File: config.mk
export PLATFORM = sky130hd
export DESIGN_NAME = ysyx_23060111_lsu
export DESIGN_NICKNAME = d
export VERILOG_FILES = /design/src/rtl/ysyx_23060111_lsu.sv
export SDC_FILE = /design/constraint.sdc
export NUM_CORES = 1
export LEC_CHECK = 0
export CORE_MARGIN = 10
export CORE_UTILIZATION = 30
export DETAILED_ROUTE_END_ITERATION = 10
export GPL_TIMING_DRIVEN = 1
export PLACE_DENSITY_LB_ADDON = 0.08
export RECOVER_POWER = 50
export SETUP_SLACK_MARGIN = 0.15
export SYNTH_ARGS = -nofsm -noshare
export SYNTH_HDL_FRONTEND = slang
export SYNTH_SLANG_ARGS = --single-unit
File: constraint.sdc
create_clock -name clk -period 2.45 [get_ports clk]
set_input_delay 0.245 -clock clk [delete_from_list [all_inputs] [get_ports clk]]
set_output_delay 0.245 -clock clk [all_outputs]
set_load 0.05 [all_outputs]
File: src/rtl/ysyx_23060111_lsu.sv
// rtl/ysyx_23060111_lsu.sv - one-deep load/store unit with registered bus handshake
// Accepts one EXU memory op, issues a masked word-aligned bus request, returns extended load data.
module ysyx_23060111_lsu #(
  parameter int TIMEOUT = 255
) (
  input  logic        clk,
  input  logic        rst,
  input  logic        req_valid,
  output logic        req_ready,
  input  logic        req_wen,
  input  logic [2:0]  req_funct3,
  input  logic [31:0] req_addr,
  input  logic [31:0] req_wdata,
  output logic        resp_valid,
  output logic [31:0] resp_rdata,
  output logic        resp_err,
  output logic        mem_req_valid,
  input  logic        mem_req_ready,
  output logic        mem_wen,
  output logic [31:0] mem_addr,
  output logic [31:0] mem_wdata,
  output logic [3:0]  mem_wmask,
  input  logic        mem_resp_valid,
  input  logic [31:0] mem_resp_rdata,
  input  logic        mem_resp_err
);
  localparam logic [7:0] LP_TIMEOUT = 8'(TIMEOUT);

  typedef enum logic [1:0] {S_IDLE, S_REQ, S_WAIT, S_RESP} state_t;
  state_t r_state, w_next;

  logic        r_wen;
  logic [2:0]  r_funct3;
  logic [1:0]  r_off;
  logic [31:0] r_mem_addr, r_mem_wdata, r_rdata;
  logic [3:0]  r_mem_wmask;
  logic        r_err;
  logic [7:0]  r_cnt;

  logic        w_bad, w_timeout;
  logic [31:0] w_wdata, w_load, w_shift;
  logic [3:0]  w_wmask;
  logic [15:0] w_half;

  // Illegal funct3 or a half/word access that is not naturally aligned.
  always_comb begin
    w_bad = (req_funct3[1:0] == 2'b11) | (req_funct3[2] & (req_wen | req_funct3[1]));
    if (req_funct3[1:0] == 2'b01 && req_addr[0])
      w_bad = 1'b1;
    if (req_funct3[1:0] == 2'b10 && req_addr[1:0] != 2'b00)
      w_bad = 1'b1;
  end

  always_comb begin
    w_wdata = req_wdata;
    w_wmask = 4'b1111;
    case (req_funct3[1:0])
      2'b00: begin
        w_wdata = {4{req_wdata[7:0]}};
        w_wmask = 4'b0001 << req_addr[1:0];
      end
      2'b01: begin
        w_wdata = {2{req_wdata[15:0]}};
        w_wmask = 4'b0011 << req_addr[1:0];
      end
      default: ;
    endcase
    if (!req_wen)
      w_wmask = 4'b0000;
  end

  always_comb begin
    w_shift = mem_resp_rdata >> {r_off, 3'b000};
    w_half  = r_off[1] ? mem_resp_rdata[31:16] : mem_resp_rdata[15:0];
    case (r_funct3)
      3'b000:  w_load = {{24{w_shift[7]}}, w_shift[7:0]};
      3'b001:  w_load = {{16{w_half[15]}}, w_half};
      3'b100:  w_load = {24'd0, w_shift[7:0]};
      3'b101:  w_load = {16'd0, w_half};
      default: w_load = mem_resp_rdata;
    endcase
  end

  assign w_timeout = (r_cnt == LP_TIMEOUT);

  always_ff @(posedge clk) begin
    if (!rst)
      r_state <= S_IDLE;
    else
      r_state <= w_next;
  end

  always_comb begin
    w_next = r_state;
    case (r_state)
      S_IDLE:  if (req_valid) w_next = w_bad ? S_RESP : S_REQ;
      S_REQ:   if (mem_req_ready) w_next = S_WAIT;
      S_WAIT:  if (mem_resp_valid || w_timeout) w_next = S_RESP;
      default: w_next = S_IDLE;
    endcase
  end

  always_comb begin
    req_ready     = (r_state == S_IDLE);
    mem_req_valid = (r_state == S_REQ);
    resp_valid    = (r_state == S_RESP);
    resp_rdata    = r_rdata;
    resp_err      = r_err;
    mem_wen       = r_wen;
    mem_addr      = r_mem_addr;
    mem_wdata     = r_mem_wdata;
    mem_wmask     = r_mem_wmask;
  end

  always_ff @(posedge clk) begin
    if (!rst) begin
      r_wen       <= 1'b0;
      r_funct3    <= 3'd0;
      r_off       <= 2'd0;
      r_mem_addr  <= 32'd0;
      r_mem_wdata <= 32'd0;
      r_mem_wmask <= 4'd0;
      r_rdata     <= 32'd0;
      r_err       <= 1'b0;
      r_cnt       <= 8'd0;
    end else begin
      case (r_state)
        S_IDLE: if (req_valid) begin
          r_wen       <= req_wen;
          r_funct3    <= req_funct3;
          r_off       <= req_addr[1:0];
          r_mem_addr  <= {req_addr[31:2], 2'b00};
          r_mem_wdata <= w_wdata;
          r_mem_wmask <= w_wmask;
          r_rdata     <= 32'd0;
          r_err       <= w_bad;
        end
        S_REQ: if (mem_req_ready) r_cnt <= 8'd0;
        S_WAIT: begin
          r_cnt <= r_cnt + 8'd1;
          if (mem_resp_valid) begin
            r_err   <= mem_resp_err;
            r_rdata <= (r_wen || mem_resp_err) ? 32'd0 : w_load;
          end else if (w_timeout) begin
            r_err   <= 1'b1;
            r_rdata <= 32'd0;
          end
        end
        default: begin
          r_err   <= 1'b0;
          r_rdata <= 32'd0;
        end
      endcase
    end
  end
endmodule

==> reports/metrics.cfg, run 1 <==
[outcome]
run_status=finished, final reports clean

[clocking]
clk-insertion-delay-late_ns=0.41
cts_tree=yes
cts_root_buffer=clkbuf_16
numClockSinks=115
htreeDepth=4
cts_buffers=17
clockBufferDepth=2
clk_pin_slew_worst_paths_ns=0.06

[grt]
antenna_found_initial=2
first_global_vias=5331
grt_max_degree=47
grtUsageMet2_pct=25.6
grt_use_met1_pct=18.2
overflow=0
use_met3_pct=7.37
grt_usage_pct=15.9
grt_pass1_wl_mm=29.8
busiest_layer=met2

[synthesis]
netlist_area_um2=5230
synth_warnings=0
synthArstFlopShare_pct=0
syn_area_per_cell_um2=8.46
ys.flop_type=dfxtp_1
synth.distinct_cells=53
synth-seq-area-share_pct=44.0
ys_seq_elements=115
syn_inst=618
synth_edf_count=0

[sta]
worst_pin_slew_ns=0.737
setup_viol=0
slew-limit-headroom_pct=50.3
hold_viol_final=0
finalMaxSlewViolations=0
fmax_mhz=480
tns_ns=0
period_minus_slack_ns=2.09
rsz0062_at_grt=false
skew_ns=0.00552
post-route-period-util_pct=85.1

[placed_design]
place_congestion=0.840
port_buffers=208
dp_hpwl_mm=14.1

[drt]
viasPerCell=4.91
wl_mm=19.0
drtIter0Drc=226
wire_per_inst_um=18.1
drc_errors=0
ant_nets=0
vias=5158
drt_first_pass_iters=5

[floorplan]
core_area_um2=17200
fp-row-count=48
dieArea_um2=23100
start_util_pct=30.4
die_y_um=152
fp.dieW_um=152
io-pin-count=211

[power]
vdd_drop_max_mv=0.660
swShare_pct=41.3
p_per_area_nw_per_um2=1080
p_switching_mw=3.61
pwr-share-seq_pct=28.2
combPwrFrac_pct=42.8
power.internal_mw=5.14
power.leakage_nw=3.23
clockPowerShare_pct=28.9

[critical_path]
path_cells=inv_1, ha_1, and2_1, buf_12, nor2_1, a311oi_1
worstPathArrival_ns=2.39
critical_path_class=flop to flop
cp_slowest_stage_delay_ns=0.64
ff2ff_path_depth=6
cp-end-kind=flop
cp_top_family=simple AND/OR/NAND/NOR gates
crit_path_top_delay_cell=and2_1
r2r-start=r_state[0]$_SDFFE_PN0P_
r2r_slack_ns=0.36
r2r_end=mem_wdata[15]$_SDFFE_PN0P_
path_buf_inv=2
crit_start=r_state[0]$_SDFFE_PN0P_
cp_max_fo=44
required_ns=2.76
critPathLaunchType=flop

[final_layout]
utilization_pct=47.3
layout-area-overhead-vs-synth_pct=55.5
nets=922
drive_above_1_share_pct=9.34
fillers=1689

[worst_hold_path]
hold_path_depth=3
hold_class=input port to flop
worstHoldEndpoint=mem_addr[31]$_SDFFE_PN0P_
hp-start=req_addr[31]

[job]
max_cap_violations=0

## through the flow
| stage | cell area (um2) | worst slack, ns | hold slack [ns] | power (mW) | std cells |
|---|---|---|---|---|---|
| floorplan | 5230 | 0.322 | 0.381 | 5.04 | 619 |
| global placement | 7520 | 0.392 | 0.442 | 6.28 | 1017 |
| detailed placement | 7520 | 0.323 | 0.446 | 6.35 | 1017 |
| CTS | 8120 | 0.171 | 0.361 | 8.91 | 1049 |
| global route | 8130 | 0.171 | 0.382 | 9.21 | 1049 |
| finish | 8130 | 0.365 | 0.382 | 8.74 | 1050 |
## state kept, by name, summed over array words and instances, names as in the netlist
signal,cells
mem_wdata,32
resp_rdata,32
mem_addr,30
r_cnt,8
mem_wmask,4
r_funct3,3
r_off,2
r_state,2
mem_wen,1
resp_err,1
## power by group through the flow
stage / clock network [mW] / registers, mW / logic (mW)
4_1_cts: 2.59 / 2.48 / 3.84
3_3_place_gp: 0 / 2.50 / 3.78
3_5_place_dp: 0 / 2.51 / 3.84
6_report: 2.53 / 2.47 / 3.75
2_1_floorplan: 0 / 3.54 / 1.49
5_1_grt: 2.67 / 2.51 / 4.03
## cells in the final DEF (no fill, tap or decap), types with 2 or more instances in the layout
cell type / n
o21ai_0: 29
inv_1: 3
clkbuf_16: 17
clkinvlp_4: 3
mux2i_1: 21
nand2b_1: 11
or3_1: 9
xnor2_1: 5
bufinv_16: 3
clkdlybuf4s50_1: 151
mux2_4: 2
a211o_1: 7
buf_12: 3
o2bb2ai_1: 7
a211oi_1: 9
ha_1: 5
mux2_2: 7
clkinv_4: 2
nor2b_1: 3
a311oi_1: 8
a21oi_1: 71
o21bai_1: 2
a32o_1: 8
and3_1: 16
nand3_1: 3
buf_4: 12
dfxtp_1: 115
clkinv_2: 4
nand2_1: 146
o221a_2: 15
nor3_1: 2
and3b_1: 7
nand3b_1: 2
conb_1: 2
dlygate4sd3_1: 55
nor2_1: 33
## layer usage
| layer | routed length (um) | part of all wire [%] |
|---|---|---|
| met1 | 8170 | 43 |
| met2 | 8800 | 46 |
| met3 | 1690 | 8.9 |
| met4 | 318 | 1.7 |
| met5 | 12 | 0.063 |
## Yosys cell counts (9+ instances only)
cell / instances / area (um2)
o21ai_0: 28 / 140
clkbuf_1: 29 / 109
dfxtp_1: 115 / 2300
a21oi_1: 71 / 355
a211oi_1: 9 / 67.6
o221a_2: 15 / 169
and3_1: 16 / 100
nand2b_1: 11 / 68.8
buf_1: 9 / 33.8
or3_1: 9 / 56.3
nand2_1: 146 / 548
mux2i_1: 21 / 210
nor2_1: 33 / 124
## how the worst max path moves through the flow
stage,to,depth (start not counted),slack (ns)
6_report,mem_wdata[15]$_SDFFE_PN0P_,6,0.36
5_1_grt,mem_wdata[15]$_SDFFE_PN0P_,6,0.17
4_1_cts,req_ready,3,0.17
3_5_place_dp,resp_rdata[17]$_SDFFE_PN0P_,5,0.32
3_3_place_gp,resp_rdata[16]$_SDFFE_PN0P_,5,0.39
2_1_floorplan,resp_rdata[23]$_SDFFE_PN0P_,8,0.32
## cell type report
type,count,area [um2],share of cell area (%)
clock inverters,13,159,1.95
multi-input cells,450,2690,33.1
diodes,1,2.50,0.0308
inverters,4,15.0,0.185
well taps,225,282,3.46
flip-flops and latches,115,2300,28.3
repair buffers,223,2230,27.5
clock buffers,19,443,5.45
## cells by family after synthesis
group / synth area share, %
AND/OR/NAND/NOR: 21.0
AO/OA/AOI/OAI: 21.6
flip-flops: 44.0
buffers and inverters: 4.67
multiplexers: 6.53
adder cells (fa/ha/maj): 1.20
XOR/XNOR: 0.837
other: 0.0717
## worst reg2reg max path: cells and delay by family, from the launching register on
family	cells	cell delay, ns
fa+ha+maj	1	0.26
buf+inv	2	0.39
flops	1	0.34
simple gates	2	0.73
compound gates	1	0.26
## what timing repair did
item,in CTS,in global routing
hold buffers,0,0
setup buffers,0,0
setup endpoints to repair,1,17
cloned,0,0
gates resized for setup,1,3
Note: power is estimated with default switching activity, not from simulation.
==> run 2: changes to the inputs <==
--- a/config.mk
+++ b/config.mk
@@ -9,7 +9,7 @@
 export CORE_UTILIZATION = 30
 export DETAILED_ROUTE_END_ITERATION = 10
 export GPL_TIMING_DRIVEN = 1
-export PLACE_DENSITY_LB_ADDON = 0.08
+export PLACE_DENSITY = 0.7
 export RECOVER_POWER = 50
 export SETUP_SLACK_MARGIN = 0.15
 export SYNTH_ARGS = -nofsm -noshare
==> constraint.sdc (replaced) <==
create_clock -name clk -period 2.45 [get_ports clk]
set_input_delay 0.245 -clock clk [delete_from_list [all_inputs] [get_ports clk]]
set_output_delay 0.245 -clock clk [all_outputs]
set_load 0.1 [all_outputs]
==> run 2 against run 1 <==
Non-clock buffer count down 1. Wire length down 4.0%. Combinational power grew 25%. Power increased by 9.9%. Worst hold slack hardly changed. Clock power is 2% lower. Global-route usage is 0.48 points lower. Via count shrank 1.6%. Final cell count decreased by 0.19%. Critical endpoint is now mem_addr[25]$_SDFFE_PN0P_.
==> reports/metrics.cfg, run 2 (synthesis results as in run 1) <==
[grt]
first_global_vias=5159  ; -3.2%
antenna_found_initial=0  ; -2
grt_pass1_wl_mm=29.0  ; -2.5%
grt_usage_pct=15.4  ; -0.48 points
grt_max_degree=86  ; +83%
overflow=0  ; unchanged

[critical_path]
ff2ff_path_depth=6  ; unchanged
r2r_end=mem_addr[25]$_SDFFE_PN0P_
r2r_slack_ns=0.38  ; about the same
required_ns=2.79  ; +0.03 ns
cp_slowest_stage_delay_ns=0.63  ; about the same
crit_path_frequent_cell=nand2_1
path_cells=inv_1, ha_1, nand2_1, buf_4, nand2_1, a21oi_1
crit_path_top_delay_cell=nand2_1
cp_top_family=simple AND/OR/NAND/NOR gates
r2r-start=r_state[0]$_SDFFE_PN0P_
cp-end-kind=flop
critPathLaunchType=flop
cp_max_fo=22  ; -50%
critical_path_class=flop to flop
path_buf_inv=2  ; unchanged
worstPathArrival_ns=2.41  ; +0.02 ns

[final_layout]
final_cell_mix=nand2_1 (146), dfxtp_1 (115), clkdlybuf4s50_1 (105)
drive_above_1_share_pct=9.84  ; +0.50 points
final_common_cell=nand2_1
diodes=0  ; -1
layout-area-overhead-vs-synth_pct=42.7
fin_cells=1048  ; -0.19%
nets=921  ; -0.11%

[floorplan]
core_area_um2=17200  ; unchanged
fp.dieW_um=152  ; unchanged
fp-row-count=48  ; unchanged
io-pin-count=211  ; unchanged
start_util_pct=30.4  ; unchanged
dieArea_um2=23100  ; unchanged
die_y_um=152  ; unchanged

[sta]
fmax_mhz=483  ; +0.71%
rsz0062_at_grt=false
hold_viol_final=0  ; unchanged
worst_pin_slew_ns=1.29  ; +0.558 ns
finalMaxSlewViolations=0  ; unchanged
tns_ns=0  ; unchanged
skew_ns=0.0104  ; +0.00483 ns
setup_viol=0  ; unchanged
slew-limit-headroom_pct=14.0  ; -36 points
period_minus_slack_ns=2.07  ; -0.0147 ns
post-route-period-util_pct=84.5  ; -0.60 points

[drt]
wl_mm=18.2  ; -4.0%
wire_per_inst_um=17.4  ; -3.8%
drt_first_pass_iters=4  ; -1
drtIter0Drc=235  ; +4.0%
ant_nets=0  ; unchanged
vias=5076  ; -1.6%
drc_errors=0  ; unchanged
viasPerCell=4.84  ; -1.4%

[placed_design]
port_buffers=208  ; unchanged
place_inst=1016  ; -0.098%
dp_hpwl_mm=13.4  ; -5.1%
place_congestion=0.866  ; +3.1%

[power]
combPwrFrac_pct=48.6  ; +5.8 points
p_per_area_nw_per_um2=1290  ; +20%
vdd_drop_max_mv=0.777  ; +18%
swShare_pct=50.5  ; +9.3 points
power.leakage_nw=2.82  ; -13%
pwr-share-seq_pct=25.7  ; -2.5 points
clockPowerShare_pct=25.8  ; -3.1 points
power.internal_mw=4.75  ; -7.4%
power_mw=9.61  ; +9.9%
p_switching_mw=4.86  ; +35%

[worst_hold_path]
hp-start=req_addr[31]
hold_path_depth=3  ; unchanged
hold_class=input port to flop
worstHoldEndpoint=mem_addr[31]$_SDFFE_PN0P_

[clocking]
htreeDepth=4  ; unchanged
cts_tree=yes
clk_pin_slew_worst_paths_ns=0.06  ; about the same
cts_resized=0  ; -1
clk-insertion-delay-late_ns=0.41  ; about the same
postCtsHoldBufs=0  ; unchanged
clockBufferDepth=2  ; unchanged
numClockSinks=115  ; unchanged
cts_buffers=17  ; unchanged
cts_root_buffer=clkbuf_16
cts_setup_buffers=0  ; unchanged

[job]
max_cap_violations=0  ; unchanged

[outcome]
run_status=finished, final reports clean

==> run 2: final cells by class <==
class | count | area [um2]
Multi-Input combinational cell | 450 | 2690
Clock buffer | 21 | 470
Timing Repair Buffer | 222 | 1580
Tap cell | 225 | 282
Clock inverter | 11 | 128
Sequential cell | 115 | 2300
Fill cell | 1829 | 9710
Inverter | 4 | 15.0
==> run 2: power groups by stage <==
| stage | Clock [mW] | Combinational [mW] | Sequential, mW |
|---|---|---|---|
| 3_5_place_dp | 0 | 5.00 | 2.51 |
| 2_1_floorplan | 0 | 1.61 | 4.72 |
| 6_report | 2.48 | 4.67 | 2.47 |
| 4_1_cts | 2.56 | 5.01 | 2.48 |
| 3_3_place_gp | 0 | 4.98 | 2.50 |
| 5_1_grt | 2.64 | 4.95 | 2.52 |
==> run 2: worst max path at each step <==
stage,slack (ns),end,depth (start not counted),from
6_report,0.38,mem_addr[25]$_SDFFE_PN0P_,6,r_state[0]$_SDFFE_PN0P_
5_1_grt,0.20,mem_wdata[28]$_SDFFE_PN0P_,6,r_state[0]$_SDFFE_PN0P_
4_1_cts,0.51,resp_rdata[1]$_SDFFE_PN0P_,7,r_state[0]$_SDFFE_PN0P_
3_5_place_dp,0.50,resp_rdata[11]$_SDFFE_PN0P_,5,mem_resp_rdata[31]
3_3_place_gp,0.55,resp_rdata[14]$_SDFFE_PN0P_,5,mem_resp_rdata[31]
2_1_floorplan,0.30,resp_rdata[23]$_SDFFE_PN0P_,8,r_state[0]$_SDFFE_PN0P_
==> run 2: tightest hold or removal path, delay by kind of cell <==
| family | cells | cell delay, ns |
|---|---|---|
| buffers and inverters | 1 | 0.39 |
| AND/OR/NAND/NOR | 1 | 0.05 |
| AO/OA/AOI/OAI | 1 | 0.05 |
==> run 2: through the flow <==
stage	utilization [%]	instance area, um2	worst slack, ns	hold WS [ns]
final	43.5	7460	0.380	0.382
after global routing	43.5	7460	0.197	0.375
after CTS	45.7	7850	0.508	0.352
after detailed placement	42.2	7250	0.498	0.447
after global placement	42.2	7250	0.548	0.441
after floorplan	-	5240	0.296	0.381
==> run 2: per-layer routing <==
metal	track usage [%]	up-vias	routed length, um
met2	24.2	178	8520
li1	-	2558	-
met1	17.9	2322	7900
met5	0	-	0
met3	6.69	18	1530
met4	6.46	0	268
